File: src/rtl/gate_bist_ctrl_if.sv
// Handshake/status bundle between the BIST sequencer and the board side:
// start button, gate-under-test wiring and status outputs.
interface gate_bist_ctrl_if #(
  parameter int WIDTH = 2
);
  logic             start;
  logic             dut_out;
  logic [WIDTH-1:0] vec_out;
  logic             busy;
  logic             done;
  logic             pass;
  logic [WIDTH:0]   fail_count;
  logic [WIDTH-1:0] first_fail;

  modport master (
    output start, dut_out,
    input  vec_out, busy, done, pass, fail_count, first_fail
  );

  modport slave (
    input  start, dut_out,
    output vec_out, busy, done, pass, fail_count, first_fail
  );
endinterface

File: src/rtl/gate_bist_ctrl.sv
// Exhaustive BIST sequencer for a WIDTH-input reduction gate (OR/AND/XOR golden).
// Optional macro GATE_BIST_STOP_ON_FAIL_EN: end the sweep at the first mismatch.
module gate_bist_ctrl #(
  parameter int WIDTH  = 2,
  parameter int SETTLE = 1,
  parameter int OP     = 0
) (
  input  logic          clk,
  input  logic          reset,
  gate_bist_ctrl_if.slave bist
);

  typedef enum logic [1:0] {
    S_IDLE   = 2'd0,
    S_SETTLE = 2'd1,
    S_CHECK  = 2'd2,
    S_DONE   = 2'd3
  } state_t;

  localparam int CW = (SETTLE < 2) ? 1 : $clog2(SETTLE + 1);
  localparam logic [CW-1:0]    SETTLE_LD = CW'(SETTLE);
  localparam logic [WIDTH-1:0] VEC_LAST  = '1;
  localparam logic [WIDTH:0]   FAIL_MAX  = (WIDTH+1)'(1) << WIDTH;

  state_t           r_state;
  logic [CW-1:0]    r_cnt;
  logic [WIDTH-1:0] r_vec;
  logic [WIDTH:0]   r_fail;
  logic [WIDTH-1:0] r_first;
  logic             r_busy;
  logic             r_done;

  logic w_golden;
  logic w_mismatch;

  if (OP == 1) begin : g_and
    assign w_golden = &r_vec;
  end else if (OP == 2) begin : g_xor
    assign w_golden = ^r_vec;
  end else begin : g_or
    assign w_golden = |r_vec;
  end

  assign w_mismatch = (bist.dut_out != w_golden);

  always_ff @(posedge clk) begin
    if (reset) begin
      r_state <= S_IDLE;
      r_cnt   <= '0;
      r_vec   <= '0;
      r_fail  <= '0;
      r_first <= '0;
      r_busy  <= 1'b0;
      r_done  <= 1'b0;
    end else begin
      // Status flags follow the state one cycle later, matching the board timing.
      r_busy <= (r_state == S_SETTLE) || (r_state == S_CHECK);
      r_done <= (r_state == S_DONE);

      case (r_state)
        S_IDLE, S_DONE: begin
          if (bist.start) begin
            r_vec   <= '0;
            r_fail  <= '0;
            r_first <= '0;
            r_cnt   <= SETTLE_LD;
            r_state <= S_SETTLE;
          end
        end

        S_SETTLE: begin
          if (r_cnt == CW'(1)) begin
            r_state <= S_CHECK;
          end else begin
            r_cnt <= r_cnt - CW'(1);
          end
        end

        S_CHECK: begin
          if (w_mismatch) begin
            if (r_fail != FAIL_MAX) begin
              r_fail <= r_fail + (WIDTH+1)'(1);
            end
            if (r_fail == '0) begin
              r_first <= r_vec;
            end
          end
`ifdef GATE_BIST_STOP_ON_FAIL_EN
          if (w_mismatch || (r_vec == VEC_LAST)) begin
            r_state <= S_DONE;
          end else begin
            r_vec   <= r_vec + WIDTH'(1);
            r_cnt   <= SETTLE_LD;
            r_state <= S_SETTLE;
          end
`else
          if (r_vec == VEC_LAST) begin
            r_state <= S_DONE;
          end else begin
            r_vec   <= r_vec + WIDTH'(1);
            r_cnt   <= SETTLE_LD;
            r_state <= S_SETTLE;
          end
`endif
        end

        default: r_state <= S_IDLE;
      endcase
    end
  end

  assign bist.vec_out    = r_vec;
  assign bist.busy       = r_busy;
  assign bist.done       = r_done;
  assign bist.fail_count = r_fail;
  assign bist.first_fail = r_first;
  assign bist.pass       = r_done && (r_fail == '0);

endmodule

File: src/flat_wrapper.sv
// flat-port wrapper written by rule: the top's interface ports become plain ports
module gate_bist_ctrl_flat 
#(
  parameter int WIDTH  = 2,
  parameter int SETTLE = 1,
  parameter int OP     = 0
)
  (clk, reset, bist_start, bist_dut_out, bist_vec_out, bist_busy, bist_done, bist_pass, bist_fail_count, bist_first_fail);
  gate_bist_ctrl_if #(.WIDTH(WIDTH)) bist_i ();
  input  logic clk;
  input  logic reset;
  input wire logic [$bits(bist_i.start)-1:0] bist_start;
  input wire logic [$bits(bist_i.dut_out)-1:0] bist_dut_out;
  output wire logic [$bits(bist_i.vec_out)-1:0] bist_vec_out;
  output wire logic [$bits(bist_i.busy)-1:0] bist_busy;
  output wire logic [$bits(bist_i.done)-1:0] bist_done;
  output wire logic [$bits(bist_i.pass)-1:0] bist_pass;
  output wire logic [$bits(bist_i.fail_count)-1:0] bist_fail_count;
  output wire logic [$bits(bist_i.first_fail)-1:0] bist_first_fail;
  assign bist_i.start = bist_start;
  assign bist_i.dut_out = bist_dut_out;
  assign bist_vec_out = bist_i.vec_out;
  assign bist_busy = bist_i.busy;
  assign bist_done = bist_i.done;
  assign bist_pass = bist_i.pass;
  assign bist_fail_count = bist_i.fail_count;
  assign bist_first_fail = bist_i.first_fail;
  gate_bist_ctrl #(.WIDTH(WIDTH), .SETTLE(SETTLE), .OP(OP)) u_core (.clk(clk), .reset(reset), .bist(bist_i));
endmodule
File: config.mk
export PLATFORM = sky130hd
export DESIGN_NAME = gate_bist_ctrl_flat
export DESIGN_NICKNAME = d
export VERILOG_FILES = /design/src/rtl/gate_bist_ctrl_if.sv /design/src/rtl/gate_bist_ctrl.sv /design/src/flat_wrapper.sv
export SDC_FILE = /design/constraint.sdc
export NUM_CORES = 1
export LEC_CHECK = 0
export CORE_AREA = 3 3 43 45
export DETAILED_ROUTE_END_ITERATION = 10
export DIE_AREA = 0 0 46 48
export GPL_ROUTABILITY_DRIVEN = 0
export PLACE_DENSITY = 0.76
export SYNTH_ARGS = -nofsm -noshare
export SYNTH_HDL_FRONTEND = slang
export SYNTH_SLANG_ARGS = --single-unit
File: constraint.sdc
create_clock -name clk -period 2.3 [get_ports clk]
set_input_delay 0.575 -clock clk [delete_from_list [all_inputs] [get_ports clk]]
set_output_delay 0.575 -clock clk [all_outputs]
set_load 0.01 [all_outputs]
==> impl_metrics.ini <==
[sta]
max_slew_margin = 0.633
rsz0062_at_grt = no
maxSlewViolCount = 0
finalHoldViolations = 0
min_period_ps = 2210
setup_viol = 0
worst_slew_pin_slew_ps = 549
timing.final.ws_setup_ps = 91.6
skew_ps = 3.59
fin_tns_setup_ps = 0
holdWs_ps = 491
clock.fmax_ghz = 0.453
period_share = 0.960

[hold_path]
min_path_type = flip-flop to flip-flop
min_from = u_core.bist.vec_out[0]

[layout]
syn_to_final_growth_pct = 24.0
stdcell_count = 110
fin_area_um2 = 872
multi_input_area_um2 = 425
fin_nets = 109
seqCellArea_um2 = 240
drive_gt1_frac = 0.0745
fin_util = 0.579
fillers = 144
n_antenna_cell = 0

[grt]
grt_max_degree = 16
grt_usage = 0.141
antenna_found_initial = 0
grt_pass1_wl_mm = 2.21
gr-total-overflow = 0
grt_pass1_vias = 506

[route]
initialDrtViolationCount = 4
drc = 0
wl_met2_um = 676
via_per_inst = 5.27
wl_met1_um = 643
first_pass_iters = 4
routed.top_layer = met4
wl_mm = 1.40
wl_per_cell_um = 12.7
routed-via-count = 580
dr_wl_met3_um = 68
ant_nets = 0

[logic_synthesis]
synthArstFlopShare = 0
synth.area.top_cells = dfxtp_1, ha_1, inv_1
postSynthCellCount = 79
ys_seq_area_frac = 0.342
yosysWarnings = 0
synth.net_count = 92
yosys_most_used_dff = dfxtp_1
ys_top_cells_by_count = dfxtp_1, ha_1, inv_1, nor2_1, nand2_1
synth_top_area_share = 0.342
ys_ff_latch = 12
synth_top_area_cell = dfxtp_1
synth-edff-count = 0
avgSynthCellArea_um2 = 8.90
post-synth-top-count-cell = dfxtp_1
syn_area_um2 = 703
yosysUniqueCellTypes = 26

[place]
dp_cells = 107
placed_cell_area_um2 = 850
port_buffers = 13
hpwl_mm = 1.07
pre_cts_ws_ps = 332

[outcome]
status = complete, no violations

[clocking]
h-tree-depth = 1
clockRootBuffer = clkbuf_4
clockBufferDepth = 2
clock_sinks = 12
tritoncts = built
postCtsHoldBufs = 0
clkTransAtPathRegs_ps = 70
ctsResizeCount = 0
cts_setup_buffers = 0
cts_buffers = 3
clk-insertion-delay-late_ps = 280

[critical_path]
crit_fanout = 5
critPathCaptureType = primary output
worstPathRequired_ps = 1730
crit_type = flip-flop to primary output
slowest_delay_ps = 530
reg2reg_from = u_core.r_state[0]
arrival_ps = 1630
crit_start = u_core.bist.fail_count[0]
worstSetupStartpointType = flip-flop
cpMaxStageDelayCell = clkdlybuf4s50_1
worstPathCellList = inv_1, ha_1, nand2b_4, nor2_1, clkdlybuf4s50_1

[die]
die_height_um = 48
die_area_um2 = 2210
num_rows = 14
start_util = 0.467
fp.dieW_um = 46
core_area_um2 = 1510
ios = 14

[pwr]
power_frac_comb = 0.178
clkPwrFrac = 0.303
power.internal_mw = 0.309
seqPwrFrac = 0.519
power_mw = 0.426
switching_share = 0.274
cellPowerDensity_nw_per_um2 = 488
switchingPower_mw = 0.117
ir_worst_vdd_v = 0.000333
p_leak_nw = 0.366

[job]
drv_cap = 0
-- kinds of logic after synthesis --
family                   after synthesis  synth area share
AND/OR/NAND/NOR                       27             0.217
flip-flops                            12             0.342
buffers and inverters                 10            0.0534
AO/OA/AOI/OAI                         17             0.160
adder cells (fa/ha/maj)                9             0.160
XOR/XNOR                               1            0.0231
multiplexers                           3            0.0445
-- power by group through the flow --
| stage | clock network (mW) | logic, mW | registers (mW) |
|---|---|---|---|
| finish | 0.129 | 0.0760 | 0.221 |
| global placement | 0 | 0.0732 | 0.225 |
| detailed placement | 0 | 0.0749 | 0.226 |
| floorplan | 0 | 0.0523 | 0.225 |
| global route | 0.140 | 0.0861 | 0.221 |
| CTS | 0.133 | 0.0764 | 0.221 |
-- flip-flops by register name (all words and copies together), names as in the netlist --
signal,cells
u_core.r_cnt,1
u_core.bist.busy,1
u_core.bist.vec_out,2
u_core.r_state,2
u_core.bist.fail_count,3
u_core.bist.done,1
u_core.bist.first_fail,2
-- worst max-delay path: cells and delay by family, from the launching register on --
| kind | cells | cell delay, ps |
|---|---|---|
| flops | 1 | 350 |
| simple gates | 2 | 150 |
| buf+inv | 2 | 600 |
| fa+ha+maj | 1 | 250 |
-- worst paths after layout --
kind                                             endpoint  slack [ps]  depth (start not counted)
worst min-delay path            u_core.bist.first_fail[0]         490                          2
worst min register to register  u_core.bist.first_fail[0]         490                          2
worst max-delay path                            bist_pass          90                          5
worst max register to register  u_core.bist.first_fail[0]         470                          6
-- metal layers --
layer,global-route usage,up-vias
met5,0,-
met4,0.0341,0
met3,0.0564,2
met2,0.247,10
met1,0.160,263
li1,-,305
-- cells in the final DEF, fill, tap and decap left out, drive strengths merged --
master,count
nand3b,2
clkbuf,3
inv,9
a211oi,1
dfxtp,12
and4,1
xnor2,1
mux2,1
a22oi,2
nand2b,1
nor2b,4
nand4b,1
o21ai,4
a31oi,1
nor2,8
mux2i,2
nor4b,1
nand2,6
clkdlybuf4s50,13
nor3,1
and2b,1
a21oi,5
or2b,1
a211o,1
o41ai,2
o31ai,1
ha,9
-- final cells by class --
type / count / share of cell area
sequential: 12 / 0.275
multi-input combinational: 57 / 0.488
timing repair buffer: 13 / 0.149
clock buffer: 3 / 0.0258
tap: 16 / 0.0230
inverter: 9 / 0.0387
No activity file was read; power rests on OpenSTA's default activity.
